[config.mk]
export PLATFORM = sky130hd
export DESIGN_NAME = instr_fetch_unit
export DESIGN_NICKNAME = d
export VERILOG_FILES = /design/src/rtl/instr_fetch_unit.sv
export SDC_FILE = /design/constraint.sdc
export NUM_CORES = 1
export LEC_CHECK = 0
export ABC_AREA = 1
export ABC_CLOCK_PERIOD_IN_PS = 1250
export CAP_MARGIN = 10
export CELL_PAD_IN_SITES_DETAIL_PLACEMENT = 1
export CELL_PAD_IN_SITES_GLOBAL_PLACEMENT = 1
export CORE_MARGIN = 3
export CORE_UTILIZATION = 26
export DETAILED_ROUTE_END_ITERATION = 10
export PLACE_DENSITY = 0.75
export REMOVE_ABC_BUFFERS = 1
export SETUP_SLACK_MARGIN = 0.5
export SYNTH_ARGS = -nofsm -noshare
export SYNTH_HDL_FRONTEND = slang
export SYNTH_SLANG_ARGS = --single-unit
export TNS_END_PERCENT = 50
[constraint.sdc]
create_clock -name clk -period 1.25 [get_ports clk]
set_input_delay 0.375 -clock clk [delete_from_list [all_inputs] [get_ports clk]]
set_output_delay 0.375 -clock clk [all_outputs]
set_load 0.01 [all_outputs]
[src/rtl/instr_fetch_unit.sv]
`default_nettype none
// ============================================================================
// Module   : instr_fetch_unit
// Brief    : PC holder and 8-bit instruction producer (FETCH/WAIT/ISSUE) with
//            valid/ready issue, redirects and jal link output. The optional
//            halt-on-PC-wrap behaviour is enabled by IFU_HALT_ON_WRAP_EN.
// Revision : 1.0 - initial release
// ============================================================================
module instr_fetch_unit #(
  parameter int ADDR_W   = 8,
  parameter int RESET_PC = 0
) (
  input  logic              clk,
  input  logic              reset,
  output logic [ADDR_W-1:0] imem_addr,
  output logic              imem_rd_en,
  input  logic [7:0]        imem_rdata,
  output logic [7:0]        instr,
  output logic              instr_valid,
  input  logic              instr_ready,
  input  logic              redirect_valid,
  input  logic [ADDR_W-1:0] redirect_target,
  output logic              link_valid,
  output logic [ADDR_W-1:0] link_addr,
`ifdef IFU_HALT_ON_WRAP_EN
  output logic              halted,
`endif
  output logic [ADDR_W-1:0] pc
);

  localparam logic [ADDR_W-1:0] C_RESET_PC = ADDR_W'(RESET_PC);
  localparam logic [3:0]        C_OP_JAL   = 4'b1111;

  typedef enum logic [1:0] {
    S_FETCH = 2'd0,
    S_WAIT  = 2'd1,
    S_ISSUE = 2'd2,
    S_HALT  = 2'd3
  } state_t;

  state_t            r_state;
  logic [ADDR_W-1:0] r_pc;
  logic [7:0]        r_instr;
  logic              r_instr_valid;
  logic              r_link_valid;
  logic [ADDR_W-1:0] r_link_addr;
  logic [ADDR_W-1:0] w_pc_inc;
  logic              w_handshake;
`ifdef IFU_HALT_ON_WRAP_EN
  logic              r_halted;
`endif

  assign w_pc_inc    = r_pc + ADDR_W'(1);
  assign w_handshake = r_instr_valid && instr_ready;

  always_ff @(posedge clk) begin
    if (reset) begin
      r_state       <= S_FETCH;
      r_pc          <= C_RESET_PC;
      r_instr       <= 8'h00;
      r_instr_valid <= 1'b0;
      r_link_valid  <= 1'b0;
      r_link_addr   <= '0;
`ifdef IFU_HALT_ON_WRAP_EN
      r_halted      <= 1'b0;
`endif
    end else begin
      // The link pulse is independent of any redirect arriving alongside it.
      r_link_valid <= 1'b0;
      if (w_handshake && (r_instr[7:4] == C_OP_JAL)) begin
        r_link_valid <= 1'b1;
        r_link_addr  <= w_pc_inc;
      end

      if (redirect_valid) begin
        r_pc          <= redirect_target;
        r_state       <= S_FETCH;
        r_instr_valid <= 1'b0;
`ifdef IFU_HALT_ON_WRAP_EN
        r_halted      <= 1'b0;
`endif
      end else begin
        case (r_state)
          S_FETCH: r_state <= S_WAIT;
          S_WAIT: begin
            r_instr       <= imem_rdata;
            r_instr_valid <= 1'b1;
            r_state       <= S_ISSUE;
          end
          S_ISSUE: begin
            if (instr_ready) begin
              r_instr_valid <= 1'b0;
`ifdef IFU_HALT_ON_WRAP_EN
              if (&r_pc) begin
                r_state  <= S_HALT;
                r_halted <= 1'b1;
              end else begin
                r_pc    <= w_pc_inc;
                r_state <= S_FETCH;
              end
`else
              r_pc    <= w_pc_inc;
              r_state <= S_FETCH;
`endif
            end
          end
          S_HALT:  r_state <= S_HALT;
          default: r_state <= S_FETCH;
        endcase
      end
    end
  end

  // The strobe follows the state register; reset masks the FETCH that reset itself loads.
  assign imem_rd_en  = (r_state == S_FETCH) && !reset;
  assign imem_addr   = r_pc;
  assign pc          = r_pc;
  assign instr       = r_instr;
  assign instr_valid = r_instr_valid;
  assign link_valid  = r_link_valid;
  assign link_addr   = r_link_addr;
`ifdef IFU_HALT_ON_WRAP_EN
  assign halted      = r_halted;
`endif

endmodule
`default_nettype wire

==> run summary, run 1 <==
Pwr Density = 713 mW/mm^2
Port Buffers = 54
Mapped Area = 0.00134 mm^2
CTS tree = built
largest net degree at the start of global routing = 15
TritonCTS Buffers = 3
measured slew at the worst slew-check pin = 0.285 ns
num ports = 55
Max-cap violations = 0
Pint = 1.43 mW
post-layout min period = 1.47 ns
Clock Tree Buf Depth = 2
final setup fails = 12
Sequential Power Share = 0.478
unrepaired setup endpoints after global routing = yes
total power = 1.99 mW
HPWL Detailed = 2990 um
Synth Instances = 192
CTS Sinks = 28
Root Buffer = clkbuf_8
CP Class = reg2out
status = finished, violations left
drt pass-1 iters = 4
Switching Power = 0.558 mW
Placer Congestion = 0.734
final wirelength = 5320 um
hold crit path type = reg2reg
Cell variety after synth = 19
WP data required = 0.88 ns
grt total ovfl = 0
failing checks = setup timing
post-route cell area = 0.00279 mm^2
vias in the first global route = 1528
Layout Nets = 308
core box area = 0.00485 mm^2
DRT iter0 DRCs = 24
CTS H-tree lvls = 1
total track usage = 0.141
final core occ = 0.576
Lkg Pwr = 1.23 nW
Avg Inst Size Synth = 7.00 um^2
fmax = 680 MHz
CTS Hold Bufs = 0
Clock Skews = 0.00844 ns
initial antenna violation count = 0
relative slew slack = 0.809
DRC violations left = 0
power share of the clock group = 0.256
die area = 0.00607 mm^2
CP Capture Type = output pin
post-DR wirelength/cell = 15.3 um
Setup crit start kind = flip-flop
starting density of the core = 0.277
Placed Area = 0.00207 mm^2
critical path arrival = 1.09 ns
n_diodes = 0
clock-pin transition on the worst setup and hold timing paths = 0.10 ns
crit-path max FO = 2
Synthesis Warnings = 0
DRT antenna net count = 0
first-pass GRT wire length = 6850 um
CP top delay family = flip-flops
Sw Share = 0.280
synthesized flop and latch total = 28
Final Hold Viols = 0
DR vias = 1605
Worst path slowest cell = dfxtp_2
Final Cycle Share = 1.18
CP Cell Sequence = inv_2, ha_4, inv_2, nor2_1, buf_2
sequential area share after synthesis = 0.417
Row Count = 25
area grow syn2layout = 108%
Peak supply drop = 0.543 mV
die height = 77.9 um
combinational group share of total power = 0.266
Clk Latency, worst-skew pair = 0.28 ns
chip width = 77.9 um
fraction of final layout cells sized beyond drive strength 1 = 0.641
most frequent CP cell = inv_2
Setup WS post-layout = -0.220 ns
worst path bufs/invs = 3
vias per cell = 4.61
final slew viol count = 0
Crit path largest cell delay = 0.34 ns
## repair_timing
action / 4_1_cts / 5_1_grt
buffers inserted: 5 / 13
pin swaps: 7 / 38
gates cloned: 0 / 1
setup endpoints to repair: 63 / 63
resized for setup: 235 / 110
## registers in the layout, indices dropped and copies added, names as in the netlist
name and count:
r_state 2, link_valid 1, link_addr 8, instr 8, imem_addr 8, instr_valid 1
## worst reg2reg max path, stage by stage, from the launching register on
cell and delay [ns]:
dfxtp_2 0.36, inv_4 0.04, buf_4 0.13, buf_6 0.11, ha_4 0.17, nand2_4 0.11
nor2_4 0.05, buf_8 0.15, a22oi_2 0.14, a21oi_1 0.09
## cell usage after synthesis
cell type / number / share of area
a31oi_1: 1 / 0.0047
nand2_1: 36 / 0.10
o21ai_0: 21 / 0.078
nor2_2: 1 / 0.0047
dfxtp_1: 28 / 0.42
o21ai_1: 2 / 0.0074
xor2_1: 3 / 0.020
inv_1: 23 / 0.064
a22oi_1: 2 / 0.011
nor2_1: 40 / 0.11
buf_4: 8 / 0.045
clkbuf_1: 2 / 0.0056
nor3_2: 1 / 0.0074
or2_2: 1 / 0.0047
ha_1: 5 / 0.047
buf_6: 1 / 0.0084
nand3_1: 6 / 0.022
buf_2: 1 / 0.0037
a21oi_1: 10 / 0.037
## power groups by stage
| stage | Combinational, mW | Clock [mW] | Sequential, mW |
|---|---|---|---|
| 2_1_floorplan | 0.0898 | 0 | 0.991 |
| 3_3_place_gp | 0.351 | 0 | 0.963 |
| 3_5_place_dp | 0.357 | 0 | 0.965 |
| 4_1_cts | 0.392 | 0.521 | 0.957 |
| 5_1_grt | 0.572 | 0.561 | 0.958 |
| 6_report | 0.529 | 0.509 | 0.953 |
## path summary, 6_finish.rpt
path                            startpoint            to  slack [ns]  depth (start not counted)
worst min-delay path              instr[1]      instr[1]        0.49                          2
worst max register to register  r_state[0]  imem_addr[1]       -0.20                          9
worst max-delay path            r_state[1]    imem_rd_en       -0.22                          5
worst min register to register    instr[1]      instr[1]        0.49                          2
## area by class of cell
class | instances | area, um^2
well taps | 67 | 83.8
flip-flops and latches | 28 | 609
repair buffers | 98 | 1010
multi-input cells | 129 | 953
fillers | 556 | 2060
clock buffers | 3 | 41.3
inverters | 23 | 95.1
## cells by family (layout without fill, tap and decap cells)
kind of cell	count (synthesis)	in the layout	share of synthesized area
flip-flops	28	28	0.417
XOR/XNOR	3	3	0.0196
buffers and inverters	35	124	0.127
adder cells (fa/ha/maj)	5	5	0.0466
AO/OA/AOI/OAI	36	36	0.139
AND/OR/NAND/NOR	85	85	0.251
## through the flow
| stage | cells | TNS (ns) | setup WS, ns | hold WS [ns] |
|---|---|---|---|---|
| 2_1_floorplan | 180 | -0.431 | -0.0794 | 0.444 |
| 3_3_place_gp | 326 | -9.95 | -0.632 | 0.463 |
| 3_5_place_dp | 326 | -10.62 | -0.615 | 0.486 |
| 4_1_cts | 334 | -0.941 | -0.189 | 0.504 |
| 5_1_grt | 348 | -3.11 | -0.285 | 0.522 |
| 6_report | 348 | -1.50 | -0.220 | 0.488 |
## layout by cell type, fill, tap and decap left out, drive strengths merged
cell type / count
a21oi: 10
a22oi: 2
a31oi: 1
buf: 79
clkbuf: 3
clkdlybuf4s50: 16
clkinvlp: 1
dfxtp: 28
dlygate4sd2: 2
dlymetal6s2s: 1
ha: 5
inv: 22
nand2: 36
nand3: 6
nor2: 41
nor3: 1
o21ai: 23
or2: 1
xor2: 3
## routing by layer
layer,vias up,share of wire,global-route usage
li1,773,-,-
met1,769,0.37,0.155
met2,52,0.55,0.256
met3,11,0.071,0.0568
met4,0,0.014,0.0262
met5,-,0,0
Note: power is estimated with default switching activity, not from simulation.
==> inputs of run 2 (changes only) <==
CTS_CLUSTER_DIAMETER = 60   (was default)
SKIP_CTS_REPAIR_TIMING = 1   (was default)
==> run summary, run 2 (same netlist as run 1, synthesis figures left out) <==
critical path arrival = 1.08 ns (about the same)
CTS tree = built
post-route insts no fill = 332 (-4.6%)
area grow syn2layout = 69.7%
die height = 77.9 um (unchanged)
n_diodes = 0 (unchanged)
crit-path max FO = 2 (unchanged)
fraction of final layout cells sized beyond drive strength 1 = 0.426 (-0.214)
Clock Tree Buf Depth = 2 (unchanged)
failing checks = setup timing
measured slew at the worst slew-check pin = 0.303 ns (+0.0181 ns)
most frequent cells in the layout = 38 x nor2_1, 34 x nand2_1, 30 x buf_6
fillers = 608 (+9.4%)
post-layout min period = 1.46 ns (-0.0143 ns)
hold endpoint = instr[0]
starting density of the core = 0.277 (unchanged)
DRC violations left = 0 (unchanged)
hold crit path type = reg2reg
num ports = 55 (unchanged)
Root Buffer = clkbuf_8
CTS Sinks = 28 (unchanged)
Worst path slowest cell = clkdlybuf4s50_1
Placed Instances = 326 (unchanged)
clock-pin transition on the worst setup and hold timing paths = 0.09 ns (about the same)
CP Class = in2out
Final Hold Viols = 0 (unchanged)
Layout Nets = 292 (-5.2%)
chip width = 77.9 um (unchanged)
final wirelength = 4140 um (-22%)
core box area = 0.00485 mm^2 (unchanged)
DRT antenna net count = 0 (unchanged)
CP Capture Type = output pin
most common cell after layout, fill and taps aside = nor2_1
setup slack at placement = -0.615 ns (unchanged)
Row Count = 25 (unchanged)
DRT iter0 DRCs = 32 (+33%)
Lkg Pwr = 1.02 nW (-17%)
CP startpoint = reset
R2R cell count = 7 (-2)
hold path depth = 2 (unchanged)
Setup crit start kind = input pin
final setup fails = 18 (+6)
Port Buffers = 54 (unchanged)
Max-cap violations = 0 (unchanged)
Pwr Density = 803 mW/mm^2 (+13%)
post-DR wirelength/cell = 12.5 um (-19%)
Peak supply drop = 0.480 mV (-12%)
worst flop-to-flop path startpoint = r_state[0]
CP Cell Sequence = clkdlybuf4s50_1, nor2_1, buf_2
first-pass GRT wire length = 6310 um (-7.9%)
final slew viol count = 0 (unchanged)
largest net degree at the start of global routing = 15 (unchanged)
final core occ = 0.470 (-0.105)
vias per cell = 4.38 (-5.0%)
HPWL Detailed = 2990 um (unchanged)
status = finished, violations left
Reg2Reg Setup Slack = -0.07 ns (+0.13 ns)
Setup TNS Final = -1.56 ns (-0.0599 ns)
Crit path largest cell delay = 0.52 ns (+0.18 ns)
Clk Latency, worst-skew pair = 0.27 ns (about the same)
hold_ws = 0.495 ns (+0.00724 ns)
drt pass-1 iters = 4 (unchanged)
die area = 0.00607 mm^2 (unchanged)
total track usage = 0.129 (-0.0122)
Final Cycle Share = 1.16 (-0.0114)
vias in the first global route = 1470 (-3.8%)
fmax = 687 MHz (+0.98%)
TritonCTS Buffers = 3 (unchanged)
Clock Skews = 0.00724 ns (-0.00120 ns)
relative slew slack = 0.798 (-0.0117)
HP Start = instr[0]
initial antenna violation count = 0 (unchanged)
Reg-to-Reg End = instr[4]
unrepaired setup endpoints after global routing = yes
Setup WS post-layout = -0.205 ns (+0.0143 ns)
WP data required = 0.88 ns (about the same)
grt total ovfl = 0 (unchanged)
Placer Congestion = 0.734 (unchanged)
CTS H-tree lvls = 1 (unchanged)
DR vias = 1455 (-9.3%)
run 2: worst max-delay path by stage:
stage / slack (ns) / to / cells after the start
floorplan: -0.08 / link_addr[3] / 5
global placement: -0.63 / imem_rd_en / 3
detailed placement: -0.61 / imem_rd_en / 3
CTS: -0.63 / imem_rd_en / 3
global route: -0.24 / imem_rd_en / 5
finish: -0.21 / imem_rd_en / 3
run 2: power breakdown:
part / leakage, nW / internal (mW) / switching [mW]
registers: 0.238 / 0.923 / 0.0288
logic: 0.760 / 0.219 / 0.171
clock network: 0.0216 / 0.217 / 0.274
total: 1.02 / 1.36 / 0.473
run 2: final cells by class:
class / count / area (um^2) / area share
Timing Repair Buffer: 82 / 758 / 0.332
Multi-Input combinational cell: 129 / 716 / 0.314
Sequential cell: 28 / 596 / 0.261
Inverter: 23 / 86.3 / 0.0378
Tap cell: 67 / 83.8 / 0.0368
Clock buffer: 3 / 41.3 / 0.0181
run 2: per-layer routing:
metal	vias to the layer above	GRT usage	share of wire
met1	666	0.144	0.40
met4	0	0.0262	0.0077
li1	741	-	-
met5	-	0	0
met2	44	0.226	0.50
met3	4	0.0557	0.094
run 2: per-stage QoR:
step           cell area, um^2  power (mW)
2_1_floorplan             1260        1.08
3_3_place_gp              2070        1.31
3_5_place_dp              2070        1.32
4_1_cts                   2110        1.83
5_1_grt                   2280        1.95
6_report                  2280        1.83
run 2: worst max-delay path, delay by kind of cell:
kind,cells,cell delay [ns]
and+or+nand+nor,1,0.05
buffers and inverters,2,0.65
